===== config.mk =====
export PLATFORM = sky130hd
export DESIGN_NAME = hilo_mult_div_flat
export DESIGN_NICKNAME = d
export VERILOG_FILES = /design/src/rtl/hilo_mult_div_if.sv /design/src/rtl/hilo_mult_div.sv /design/src/flat_wrapper.sv
export SDC_FILE = /design/constraint.sdc
export NUM_CORES = 1
export LEC_CHECK = 0
export CAP_MARGIN = 10
export CORE_MARGIN = 2
export CORE_UTILIZATION = 60
export CTS_BUF_LIST = sky130_fd_sc_hd__clkbuf_4 sky130_fd_sc_hd__clkbuf_8 sky130_fd_sc_hd__clkbuf_16
export DETAILED_ROUTE_END_ITERATION = 10
export GPL_ROUTABILITY_DRIVEN = 0
export PLACE_DENSITY = 0.82
export SETUP_SLACK_MARGIN = 0.5
export SYNTH_ARGS = -nofsm -noshare
export SYNTH_HDL_FRONTEND = slang
export SYNTH_SLANG_ARGS = --single-unit

===== constraint.sdc =====
create_clock -name clk -period 4.2 [get_ports clk]
set_input_delay 0.84 -clock clk [delete_from_list [all_inputs] [get_ports clk]]
set_output_delay 0.84 -clock clk [all_outputs]
set_load 0.01 [all_outputs]

===== src/rtl/hilo_mult_div_if.sv =====
// rtl/hilo_mult_div_if.sv - request/result bundle between EX stage and the HI/LO multiply/divide unit
interface hilo_mult_div_if #(
  parameter int XLEN = 32
);
  logic            start;
  logic [1:0]      op;
  logic [XLEN-1:0] operand_a;
  logic [XLEN-1:0] operand_b;
  logic            busy;
  logic [XLEN-1:0] out_MulDiv_Hi;
  logic [XLEN-1:0] out_MulDiv_Lo;
  logic            out_MulDiv_Write_HiLo_Ctrl;

  modport master (
    output start, op, operand_a, operand_b,
    input  busy, out_MulDiv_Hi, out_MulDiv_Lo, out_MulDiv_Write_HiLo_Ctrl
  );

  modport slave (
    input  start, op, operand_a, operand_b,
    output busy, out_MulDiv_Hi, out_MulDiv_Lo, out_MulDiv_Write_HiLo_Ctrl
  );
endinterface


===== src/rtl/hilo_mult_div.sv =====
// rtl/hilo_mult_div.sv - iterative 32-cycle shift-add multiplier / restoring divider driving the HI/LO write port
module hilo_mult_div #(
  parameter int XLEN = 32
) (
  input  logic             clk,
  input  logic             rst_n,
  hilo_mult_div_if.slave   bus
);

  typedef enum logic [1:0] {S_IDLE, S_CALC, S_SIGN, S_DONE} state_t;

  state_t            state_q, state_d;
  logic [5:0]        cnt_q, cnt_d;
  logic [1:0]        op_q, op_d;
  logic              neg_res_q, neg_res_d;
  logic              neg_rem_q, neg_rem_d;
  logic              dbz_q, dbz_d;
  logic [XLEN-1:0]   a_q, a_d;
  logic [XLEN-1:0]   b_q, b_d;
  logic [XLEN-1:0]   raw_a_q, raw_a_d;
  logic [2*XLEN-1:0] acc_q, acc_d;
  logic [XLEN-1:0]   hi_q, hi_d;
  logic [XLEN-1:0]   lo_q, lo_d;
  logic              busy_q, busy_d;
  logic              strobe_q, strobe_d;

  logic              in_signed, res_signed;
  logic [XLEN-1:0]   a_abs, b_abs;
  logic [XLEN:0]     mul_sum;
  logic [XLEN:0]     rem_sh;
  logic [XLEN:0]     div_diff;
  logic [2*XLEN-1:0] prod_fix;
  logic [XLEN-1:0]   quo_fix, rem_fix;

  assign in_signed  = ~bus.op[0];
  assign res_signed = ~op_q[0];
  assign a_abs = (in_signed && bus.operand_a[XLEN-1]) ? -bus.operand_a : bus.operand_a;
  assign b_abs = (in_signed && bus.operand_b[XLEN-1]) ? -bus.operand_b : bus.operand_b;

  // acc[63:32] is the running partial product / remainder; the 33rd sum bit is the carry shifted back in
  assign mul_sum  = {1'b0, acc_q[2*XLEN-1:XLEN]} + {1'b0, (b_q[0] ? a_q : {XLEN{1'b0}})};
  assign rem_sh   = {acc_q[2*XLEN-1:XLEN], a_q[XLEN-1]};
  assign div_diff = rem_sh - {1'b0, b_q};

  assign prod_fix = (res_signed && neg_res_q) ? -acc_q : acc_q;
  assign quo_fix  = (res_signed && neg_res_q) ? -acc_q[XLEN-1:0] : acc_q[XLEN-1:0];
  assign rem_fix  = (res_signed && neg_rem_q) ? -acc_q[2*XLEN-1:XLEN] : acc_q[2*XLEN-1:XLEN];

  always_comb begin
    state_d   = state_q;
    cnt_d     = cnt_q;
    op_d      = op_q;
    neg_res_d = neg_res_q;
    neg_rem_d = neg_rem_q;
    dbz_d     = dbz_q;
    a_d       = a_q;
    b_d       = b_q;
    raw_a_d   = raw_a_q;
    acc_d     = acc_q;
    hi_d      = hi_q;
    lo_d      = lo_q;
    busy_d    = busy_q;
    strobe_d  = 1'b0;
    case (state_q)
      S_IDLE: begin
        if (bus.start) begin
          op_d      = bus.op;
          neg_res_d = bus.operand_a[XLEN-1] ^ bus.operand_b[XLEN-1];
          neg_rem_d = bus.operand_a[XLEN-1];
          dbz_d     = (bus.operand_b == '0);
          a_d       = a_abs;
          b_d       = b_abs;
          raw_a_d   = bus.operand_a;
          acc_d     = '0;
          cnt_d     = '0;
          busy_d    = 1'b1;
          state_d   = S_CALC;
        end
      end
      S_CALC: begin
        if (op_q[1]) begin
          a_d = a_q << 1;
          if (!div_diff[XLEN]) acc_d = {div_diff[XLEN-1:0], acc_q[XLEN-2:0], 1'b1};
          else                 acc_d = {rem_sh[XLEN-1:0], acc_q[XLEN-2:0], 1'b0};
        end else begin
          b_d   = b_q >> 1;
          acc_d = {mul_sum, acc_q[XLEN-1:1]};
        end
        cnt_d = cnt_q + 6'd1;
        if (cnt_q == 6'(XLEN-1)) begin
          cnt_d   = '0;
          state_d = S_SIGN;
        end
      end
      S_SIGN: begin
        // Results are registered on the way into DONE so they are valid alongside the strobe
        if (!op_q[1]) begin
          hi_d = prod_fix[2*XLEN-1:XLEN];
          lo_d = prod_fix[XLEN-1:0];
        end else if (dbz_q) begin
          hi_d = raw_a_q;
          lo_d = {XLEN{1'b1}};
        end else begin
          hi_d = rem_fix;
          lo_d = quo_fix;
        end
        strobe_d = 1'b1;
        state_d  = S_DONE;
      end
      S_DONE: begin
        busy_d  = 1'b0;
        state_d = S_IDLE;
      end
      default: state_d = S_IDLE;
    endcase
  end

  always_ff @(posedge clk or negedge rst_n) begin
    if (!rst_n) begin
      state_q   <= S_IDLE;
      cnt_q     <= '0;
      op_q      <= '0;
      neg_res_q <= 1'b0;
      neg_rem_q <= 1'b0;
      dbz_q     <= 1'b0;
      a_q       <= '0;
      b_q       <= '0;
      raw_a_q   <= '0;
      acc_q     <= '0;
      hi_q      <= '0;
      lo_q      <= '0;
      busy_q    <= 1'b0;
      strobe_q  <= 1'b0;
    end else begin
      state_q   <= state_d;
      cnt_q     <= cnt_d;
      op_q      <= op_d;
      neg_res_q <= neg_res_d;
      neg_rem_q <= neg_rem_d;
      dbz_q     <= dbz_d;
      a_q       <= a_d;
      b_q       <= b_d;
      raw_a_q   <= raw_a_d;
      acc_q     <= acc_d;
      hi_q      <= hi_d;
      lo_q      <= lo_d;
      busy_q    <= busy_d;
      strobe_q  <= strobe_d;
    end
  end

  assign bus.busy                       = busy_q;
  assign bus.out_MulDiv_Hi              = hi_q;
  assign bus.out_MulDiv_Lo              = lo_q;
  assign bus.out_MulDiv_Write_HiLo_Ctrl = strobe_q;

endmodule


===== src/flat_wrapper.sv =====
// flat-port wrapper written by rule: the top's interface ports become plain ports
module hilo_mult_div_flat 
#(
  parameter int XLEN = 32
)
  (clk, rst_n, bus_start, bus_op, bus_operand_a, bus_operand_b, bus_busy, bus_out_MulDiv_Hi, bus_out_MulDiv_Lo, bus_out_MulDiv_Write_HiLo_Ctrl);
  hilo_mult_div_if #(.XLEN(XLEN)) bus_i ();
  input  logic clk;
  input  logic rst_n;
  input wire logic [$bits(bus_i.start)-1:0] bus_start;
  input wire logic [$bits(bus_i.op)-1:0] bus_op;
  input wire logic [$bits(bus_i.operand_a)-1:0] bus_operand_a;
  input wire logic [$bits(bus_i.operand_b)-1:0] bus_operand_b;
  output wire logic [$bits(bus_i.busy)-1:0] bus_busy;
  output wire logic [$bits(bus_i.out_MulDiv_Hi)-1:0] bus_out_MulDiv_Hi;
  output wire logic [$bits(bus_i.out_MulDiv_Lo)-1:0] bus_out_MulDiv_Lo;
  output wire logic [$bits(bus_i.out_MulDiv_Write_HiLo_Ctrl)-1:0] bus_out_MulDiv_Write_HiLo_Ctrl;
  assign bus_i.start = bus_start;
  assign bus_i.op = bus_op;
  assign bus_i.operand_a = bus_operand_a;
  assign bus_i.operand_b = bus_operand_b;
  assign bus_busy = bus_i.busy;
  assign bus_out_MulDiv_Hi = bus_i.out_MulDiv_Hi;
  assign bus_out_MulDiv_Lo = bus_i.out_MulDiv_Lo;
  assign bus_out_MulDiv_Write_HiLo_Ctrl = bus_i.out_MulDiv_Write_HiLo_Ctrl;
  hilo_mult_div #(.XLEN(XLEN)) u_core (.clk(clk), .rst_n(rst_n), .bus(bus_i));
endmodule

[Word-level counts from Yosys, hierarchy flattened]
Cells that the tools add are included.
Storage, ports and cells
  register bits: 239
  logic and storage cells: 76
  bits of input ports: 69
Operators by class
  multiplexer cells: 29
  bitwise operators: 3
  $add $sub $neg: 8
  equality and inequality tests: 8
  reduce and logical (&&, ||, !) cells: 14
Operators by type and width (count)
  2-to-1 mux 32 bit: 13
  2-to-1 mux 64 bit: 4
  negation 32 bit: 4
  case mux 32 bit (2 select lines): 2
  case mux 64 bit (2 select lines): 1
  negation 64 bit: 1
  adder 32 x 32 -> 33 bit: 1
  subtractor 33 x 32 -> 33 bit: 1
  zero test 32 bit: 1
  2-to-1 mux 6 bit: 2
  case mux 6 bit (2 select lines): 1
  case mux 2 bit (4 select lines): 1
  AND reduction 2 bit: 4
  adder 6 x 1 -> 6 bit (second input constant): 1
  == test 6 x 5 -> 1 bit (second input constant): 1
  AND reduction 3 bit: 2
  == test 2 bit (second input constant): 2
  logical AND 1 bit: 4
  2-to-1 mux 2 bit: 2
  inequality test 2 x 1 -> 1 bit (second input constant): 2
  inequality test 2 bit (second input constant): 2
  nonzero test 2 bit: 2
  == test 2 x 1 -> 1 bit (second input constant): 1
  zero test 2 bit: 1
  other kinds (4): 6

[Longest topological paths before layout]
Gate-level depths: netlist of the first run.
  word-level depth: 5
  gate-level depth with buffers: 14
  gate-level depth less buffers: 13

[Least setup slack after synthesis of the first run]
Ideal clock, no wire load.
  path kind: in2reg
  start point: input port bus_operand_b[16]
  end point: register u_core.b_q[26]
  setup slack: 916 ps
  cell stages on the path: 9
  arrival: 3151 ps
  path through: or4_1 > or3_1 > or4_1 > o41ai_1 > nand2_1 > xnor2_1 > nor2_1 > a211oi_1 > a21oi_1
On the way
  cells in the longest elaborated chain, start to end: 4
RTL lines
  start, declared: line flat_wrapper.sv:13  | input wire logic [$bits(bus_i.operand_b)-1:0] bus_operand_b;
  negation 32 bit: line hilo_mult_div.sv:38  | assign b_abs = (in_signed && bus.operand_b[XLEN-1]) ? -bus.operand_b : bus.operand_b;
  2-to-1 mux 32 bit: line hilo_mult_div.sv:38
  2-to-1 mux 32 bit: line hilo_mult_div.sv:66  | if (bus.start) begin
  case mux 32 bit (2 select lines): line hilo_mult_div.sv:64  | case (state_q)
  end signal, assigned: line hilo_mult_div.sv:127  | b_q <= '0;
  end signal, assigned: line hilo_mult_div.sv:142  | b_q <= b_d;
  end, declared: line hilo_mult_div.sv:19  | logic [XLEN-1:0] b_q, b_d;
No other way between the ends. The select of a mux whose other input is x is not followed.
A chain may end at the register's enable or synchronous reset.

[Worst setup path after layout of the first run]
  start point: register u_core.acc_q[32]
  end point: register u_core.acc_q[34]
On the way
  cells in the longest elaborated chain, start to end: 4
  elaborated cells on any way between the ends: 5
  those cells by class: 2 x add/sub; 3 x mux
RTL lines
  start, declared: line hilo_mult_div.sv:21  | logic [2*XLEN-1:0] acc_q, acc_d;
  start signal, assigned: line hilo_mult_div.sv:129  | acc_q <= '0;
  start signal, assigned: line hilo_mult_div.sv:144  | acc_q <= acc_d;
  subtractor 33 x 32 -> 33 bit: line hilo_mult_div.sv:43  | assign div_diff = rem_sh - {1'b0, b_q};
  2-to-1 mux 64 bit: line hilo_mult_div.sv:83  | if (!div_diff[XLEN]) acc_d = {div_diff[XLEN-1:0], acc_q[XLEN-2:0], 1'b1};
  2-to-1 mux 64 bit *: line hilo_mult_div.sv:81  | if (op_q[1]) begin
  case mux 64 bit (2 select lines) *: line hilo_mult_div.sv:64
Mark *: on every way between the ends. The rest lies on a longest branch, timed or not.

==> results.sh, run 1 <==
export IMPL_holdCritPathClass="in2async"
export IMPL_cp_data_arrival_time_ns=4.00
export IMPL_critPathKind="reg2reg"
export IMPL_dr_pass1_iters=5
export IMPL_ys_seq_area_share_pct=34.0
export IMPL_required_ns=4.62
export IMPL_tightest_slew_ns=1.17
export IMPL_utilization_pct=70.4
export IMPL_wl_per_cell_um=18.4
export IMPL_grt_usage_pct=31.2
export IMPL_cellLeakagePower_uw=0.00874
export IMPL_ir_worst_vdd_uv=433
export IMPL_rsz0062_at_grt="false"
export IMPL_yosys_most_used_dff="dfrtp_1"
export IMPL_synth_warnings=0
export IMPL_grt_overflow=0
export IMPL_relSlewSlack_pct=21.8
export IMPL_ant_nets=0
export IMPL_tns_ns=0
export IMPL_root_buffer="clkbuf_16"
export IMPL_grt_max_degree=97
export IMPL_io_pins=135
export IMPL_clk_path_buf_depth=3
export IMPL_finalCritPeriodShare_pct=85.2
export IMPL_netSwitchingFraction_pct=46.0
export IMPL_reg2reg_slack_ns=0.62
export IMPL_placedInstanceArea_um2=19200
export IMPL_synth_seq_cells=238
export IMPL_drive_gt1_share_pct=7.29
export IMPL_r2r_end="u_core.acc_q[34]"
export IMPL_seq_area_um2=5960
export IMPL_pwr_share_comb_pct=59.0
export IMPL_die_x_um=175
export IMPL_yosys_top_cells_count="238 x dfrtp_1, 233 x nand2_1, 215 x a21oi_1, 215 x o21ai_0, 168 x nor2_1"
export IMPL_pre_cts_slack_ns=0.146
export IMPL_setup_viol=0
export IMPL_stdcell_area_um2=20200
export IMPL_fillers=2250
export IMPL_path_max_fanout=22
export IMPL_avgViaCountPerCell=6.27
export IMPL_vias=16349
export IMPL_die_height_um=175
export IMPL_avgSynthCellArea_um2=8.22
export IMPL_cts_setup_buffers=0
export IMPL_end_kind="flip-flop"
export IMPL_drc_errors=0
export IMPL_multiInputGateArea_um2=10700
export IMPL_clock_sinks=238
export IMPL_clkPwrFrac_pct=15.7
export IMPL_final_min_clock_period_ns=3.58
export IMPL_synth_edf_count=0
export IMPL_synthCells=2130
export IMPL_die_area_um2=30600
export IMPL_p_seq_share_pct=25.3
export IMPL_syn2layout_area_growth_pct=15.5
export IMPL_core_area_um2=28700
export IMPL_rows=62
export IMPL_synth_most_common_cell="dfrtp_1"
export IMPL_p_int_uw=8650
export IMPL_cts_max_level=1
export IMPL_antenna_found_initial=1
export IMPL_synth_fp_nets=2275
export IMPL_drt_iter0_drc=1561
export IMPL_grt_pass1_vias=15793
export IMPL_start_kind="flip-flop"
export IMPL_port_buffers=134
export IMPL_clock_latency_ns=0.55
export IMPL_synth_top_cell_area_share_pct=34.0
export IMPL_cts_buffers=27
export IMPL_synthArstFlopShare_pct=100
export IMPL_netlist_cell_type_count=73
export IMPL_cts_reportedPaths_clkPinSlew_ns=0.06
export IMPL_r2r_start="u_core.acc_q[32]"
export IMPL_slew_viol_final=0
export IMPL_worst_slack_ns=0.622
export IMPL_n_antenna_cell=0
export IMPL_hold_violations=0
export IMPL_p_per_area_nw_per_um2=792
export IMPL_fmax_ghz=0.280
export IMPL_wirelength_mm=48.0
export IMPL_drv_cap=0
export IMPL_grt_pass1_wl_mm=78.7
export IMPL_power_net_switching_uw=7360
export IMPL_synth_area_leader_cell="dfrtp_1"
export IMPL_reg2regPathDepth=12
export IMPL_final_nets=2348
export IMPL_synthTopCellsByArea="dfrtp_1 34%, a21oi_1 6.1%, o21ai_0 6.1%, ha_1 5.3%, xnor2_1 5.0%"
export IMPL_synth_area_um2=17500
export IMPL_outcome="finished clean"
export IMPL_skew_ns=0.0117
export IMPL_hpwlAfterDp_mm=34.9
export IMPL_start_util_pct=61.0
export IMPL_tritoncts="yes"
how the worst max path moves through the flow:
stage | slack (ns) | to | from | cells past startpoint
after CTS | 0.55 | u_core.acc_q[41] | u_core.b_q[0] | 12
after global routing | 0.49 | u_core.acc_q[34] | u_core.a_q[31] | 13
after detailed placement | 0.15 | u_core.a_q[30] | bus_operand_a[14] | 10
final | 0.62 | u_core.acc_q[34] | u_core.acc_q[32] | 12
after global placement | 0.28 | u_core.b_q[29] | bus_operand_b[16] | 10
after floorplan | 0.92 | u_core.b_q[26] | bus_operand_b[16] | 9
flip-flops by register name, summed over array words and instances (netlist names):
name and count:
u_core.a_q 32, u_core.acc_q 64, u_core.b_q 32, u_core.bus.busy 1, u_core.bus.out_MulDiv_Hi 32, u_core.bus.out_MulDiv_Lo 32, u_core.bus.out_MulDiv_Write_HiLo_Ctrl 1, u_core.cnt_q 6
u_core.dbz_q 1, u_core.neg_rem_q 1, u_core.neg_res_q 1, u_core.op_q 2, u_core.raw_a_q 31, u_core.state_q 2
power groups by stage:
| stage | clock (µW) | sequential (µW) | combinational [µW] |
|---|---|---|---|
| final | 2520 | 4050 | 9440 |
| after global routing | 2630 | 4140 | 10400 |
| after CTS | 2530 | 4020 | 9300 |
| after detailed placement | 0 | 4050 | 9220 |
| after global placement | 0 | 4020 | 8970 |
| after floorplan | 0 | 3880 | 6660 |
cell type report:
class / count / share of cell area (%)
Inverter: 104 / 1.95
Sequential cell: 238 / 29.5
Multi-Input combinational cell: 1656 / 53.0
Timing Repair Buffer: 176 / 8.47
Tap cell: 384 / 2.38
Clock inverter: 10 / 0.706
Clock buffer: 39 / 4.00
metal layers:
| metal | up-vias | wire (µm) | GRT usage [%] |
|---|---|---|---|
| met5 | - | 0 | 0 |
| met4 | 0 | 2210 | 13.4 |
| met3 | 159 | 3040 | 4.20 |
| met2 | 669 | 23100 | 52.4 |
| met1 | 7818 | 19700 | 40.6 |
| li1 | 7703 | - | - |
logic make-up after synthesis:
| kind of cell | Yosys count | synth area share, % |
|---|---|---|
| adder cells (fa/ha/maj) | 76 | 5.52 |
| XOR/XNOR | 192 | 9.61 |
| multiplexers | 113 | 6.73 |
| flip-flops | 238 | 34.0 |
| buffers and inverters | 236 | 5.16 |
| AO/OA/AOI/OAI | 664 | 22.7 |
| AND/OR/NAND/NOR | 611 | 16.3 |
per-stage QoR:
stage                     hold WS [ns]  instances  total power, µW
final                            0.312       2607            16000
after floorplan                  0.441       2130            10500
after CTS                        0.353       2607            15900
after global routing             0.378       2607            17200
after global placement           0.455       2558            13000
after detailed placement         0.467       2558            13300
layout by cell type, fill, tap and decap left out, drive strengths merged, types with 4 or more instances in the layout:
cell type,netlist,layout
nor2,168,168
nor3,30,30
o21ai,219,219
a32oi,5,5
ha,74,74
nor4,21,21
a21o,26,26
or2,4,4
o31ai,27,27
xor2,92,92
clkdlybuf4s50,0,133
a22oi,16,16
o221ai,15,15
a211oi,17,17
o21bai,7,7
nand2,233,233
and3,8,8
o311ai,4,4
buf,18,43
dfrtp,238,238
nand4,8,8
clkinv,1,5
o31a,9,9
o41ai,14,14
xnor2,100,100
clkbuf,114,39
and2,39,39
or3,19,19
mux2i,76,76
inv,103,104
a31oi,21,21
and4,4,4
nand2b,16,16
a21oi,216,216
o211ai,33,33
nor2b,14,14
mux2,37,37
o21a,5,5
nand3,18,18
or4,19,19
worst max-delay path: stages (launching register included):
cell and delay (ns):
dfrtp_2 0.47, clkinvlp_4 0.22, fa_1 0.50, nand2b_1 0.22, a211oi_2 0.24, o2111ai_1 0.22
a21oi_2 0.21, o21bai_1 0.11, and3_1 0.18, or3_1 0.41, buf_12 0.19, mux2i_1 0.14
a221o_1 0.33
timing repair:
| action | CTS | global route |
|---|---|---|
| hold buffers | 0 | 0 |
| pin swaps | 0 | 1 |
| gates resized for setup | 1 | 9 |
| setup endpoints to repair | 1 | 31 |
(Power assumes the default switching activity.)
==> inputs of run 2 (changes only) <==
--- a/config.mk
+++ b/config.mk
@@ -9,8 +9,11 @@
 export CORE_MARGIN = 2
 export CORE_UTILIZATION = 60
 export CTS_BUF_LIST = sky130_fd_sc_hd__clkbuf_4 sky130_fd_sc_hd__clkbuf_8 sky130_fd_sc_hd__clkbuf_16
+export CTS_CLUSTER_SIZE = 40
 export DETAILED_ROUTE_END_ITERATION = 10
 export GPL_ROUTABILITY_DRIVEN = 0
+export GPL_TIMING_DRIVEN = 1
+export HOLD_SLACK_MARGIN = 0.12
 export PLACE_DENSITY = 0.82
 export SETUP_SLACK_MARGIN = 0.5
 export SYNTH_ARGS = -nofsm -noshare
==> run 2 against run 1 <==
Effect of this change:
- combinational power about the same
- final area hardly changed
- count of clock-buffer cells in the layout is 1 lower
- critical path type unchanged
- fmax fell by 0.10%
- largest cell class unchanged
- largest power group unchanged
- clock power up 2%
- sequential power about the same
- register-to-register slack about the same
==> results.sh, run 2 (synthesis gave the netlist of run 1 again) <==
export IMPL_tightest_slew_ns=1.17
export IMPL_largest_register="u_core.acc_q"
export IMPL_tns_ns=0
export IMPL_wl_per_cell_um=18.4
export IMPL_reg2reg_slack_ns=0.62
export IMPL_end_kind="flip-flop"
export IMPL_grt_max_degree=97
export IMPL_cp_data_arrival_time_ns=4.00
export IMPL_wirelength_mm=48.0
export IMPL_die_area_um2=30600
export IMPL_grt_overflow=0
export IMPL_avgViaCountPerCell=6.27
export IMPL_dr_pass1_iters=5
export IMPL_hpwlAfterDp_mm=34.9
export IMPL_slew_viol_final=0
export IMPL_die_x_um=175
export IMPL_hold_violations=0
export IMPL_setup_viol=0
export IMPL_antenna_found_initial=1
export IMPL_final_cell_mix="235 x dfrtp_1, 231 x nand2_1, 214 x a21oi_1, 214 x o21ai_0, 168 x nor2_1"
export IMPL_critPathKind="reg2reg"
export IMPL_crit_family="compound AO/OA/AOI/OAI gates"
export IMPL_cts_max_level=1
export IMPL_drive_gt1_share_pct=7.33
export IMPL_finalCritPeriodShare_pct=85.3
export IMPL_grt_pass1_wl_mm=78.7
export IMPL_outcome="finished clean"
export IMPL_stdcell_area_um2=20200
export IMPL_ir_worst_vdd_uv=431
export IMPL_largest_reg_flops=64
export IMPL_final_min_clock_period_ns=3.58
export IMPL_rows=62
export IMPL_n_antenna_cell=0
export IMPL_cts_buffers=27
export IMPL_placedInstanceArea_um2=19200
export IMPL_skew_ns=0.0111
export IMPL_vias=16346
export IMPL_cts_reportedPaths_clkPinSlew_ns=0.06
export IMPL_start_kind="flip-flop"
export IMPL_rsz0062_at_grt="false"
export IMPL_port_buffers=134
export IMPL_syn2layout_area_growth_pct=15.6
export IMPL_drc_errors=0
export IMPL_critPathSlowestCell="fa_1"
export IMPL_io_pins=135
export IMPL_core_area_um2=28700
export IMPL_final_nets=2348
export IMPL_holdCritPathClass="in2async"
export IMPL_r2r_end="u_core.acc_q[34]"
export IMPL_r2r_start="u_core.acc_q[32]"
export IMPL_reg2regPathDepth=12
export IMPL_postCtsHoldBufs=0
export IMPL_die_height_um=175
export IMPL_crit_buf_inv=2
export IMPL_clk_path_buf_depth=3
export IMPL_clock_sinks=238
export IMPL_ant_nets=0
export IMPL_drt_iter0_drc=1584
export IMPL_p_per_area_nw_per_um2=793
export IMPL_final_common_cell="dfrtp_1"
export IMPL_path_max_fanout=22
export IMPL_clock_latency_ns=0.55
export IMPL_grt_pass1_vias=15769
export IMPL_start_util_pct=61.0
export IMPL_slowest_delay_ns=0.50
export IMPL_path_cells="clkinvlp_4 > fa_1 > nand2b_1 > a211oi_2 > o2111ai_1 > a21oi_2 > o21bai_1 > and3_1 > or3_1 > buf_12 > mux2i_1 > a221o_1"
export IMPL_required_ns=4.62
export IMPL_root_buffer="clkbuf_16"
export IMPL_tritoncts="yes"
export IMPL_drv_cap=0
export IMPL_grt_usage_pct=31.2
export IMPL_relSlewSlack_pct=22.2
export IMPL_fmax_ghz=0.279
export IMPL_cellLeakagePower_uw=0.00875
## run 2: metal layers
| layer | share of wire (%) | up-vias | track usage, % |
|---|---|---|---|
| li1 | - | 7710 | - |
| met1 | 41 | 7810 | 40.6 |
| met2 | 48 | 665 | 52.5 |
| met3 | 6.8 | 161 | 4.24 |
| met4 | 4.6 | 0 | 13.0 |
| met5 | 0 | - | 0 |
## run 2: final cells by class
cell class | instances | area (µm²)
Multi-Input combinational cell | 1656 | 10700
Fill cell | 2247 | 8470
Sequential cell | 238 | 5960
Timing Repair Buffer | 176 | 1710
Clock buffer | 38 | 796
Tap cell | 384 | 480
Inverter | 104 | 394
Clock inverter | 11 | 171
## run 2: worst register-to-register path, cell delays in order, from the launching register on
cell	delay (ns)
dfrtp_2	0.47
clkinvlp_4	0.23
fa_1	0.50
nand2b_1	0.22
a211oi_2	0.25
o2111ai_1	0.22
a21oi_2	0.21
o21bai_1	0.11
and3_1	0.18
or3_1	0.41
buf_12	0.19
mux2i_1	0.15
a221o_1	0.32
## run 2: power by group
part / switching [µW] / leakage, µW / total, µW / internal (µW)
logic: 5540 / 0.00526 / 9440 / 3900
registers: 824 / 0.00301 / 4050 / 3230
clock network: 992 / 0.000476 / 2560 / 1570
## run 2: repair_timing
item / in CTS / in global routing
resized for setup: 1 / 10
pin swaps: 0 / 1
setup endpoints to repair: 1 / 31
buffers inserted: 0 / 0
## run 2: stage by stage
step / worst slack (ns) / std cells / hold slack, ns / utilization [%] / total power (µW)
finish: 0.619 / 2607 / 0.309 / 70.5 / 16000
global route: 0.497 / 2607 / 0.378 / 70.5 / 17200
CTS: 0.540 / 2607 / 0.353 / 70.3 / 15900
detailed placement: 0.146 / 2558 / 0.467 / 67.0 / 13300
global placement: 0.279 / 2558 / 0.455 / 67.0 / 13000
floorplan: 0.916 / 2130 / 0.441 / - / 10500
## run 2: how the worst max path moves through the flow
stage	from	to	slack [ns]	cells past startpoint
detailed placement	bus_operand_a[14]	u_core.a_q[30]	0.15	10
CTS	u_core.b_q[0]	u_core.acc_q[41]	0.54	12
global placement	bus_operand_b[16]	u_core.b_q[29]	0.28	10
global route	u_core.a_q[31]	u_core.acc_q[34]	0.50	13
floorplan	bus_operand_b[16]	u_core.b_q[26]	0.92	9
finish	u_core.acc_q[32]	u_core.acc_q[34]	0.62	12
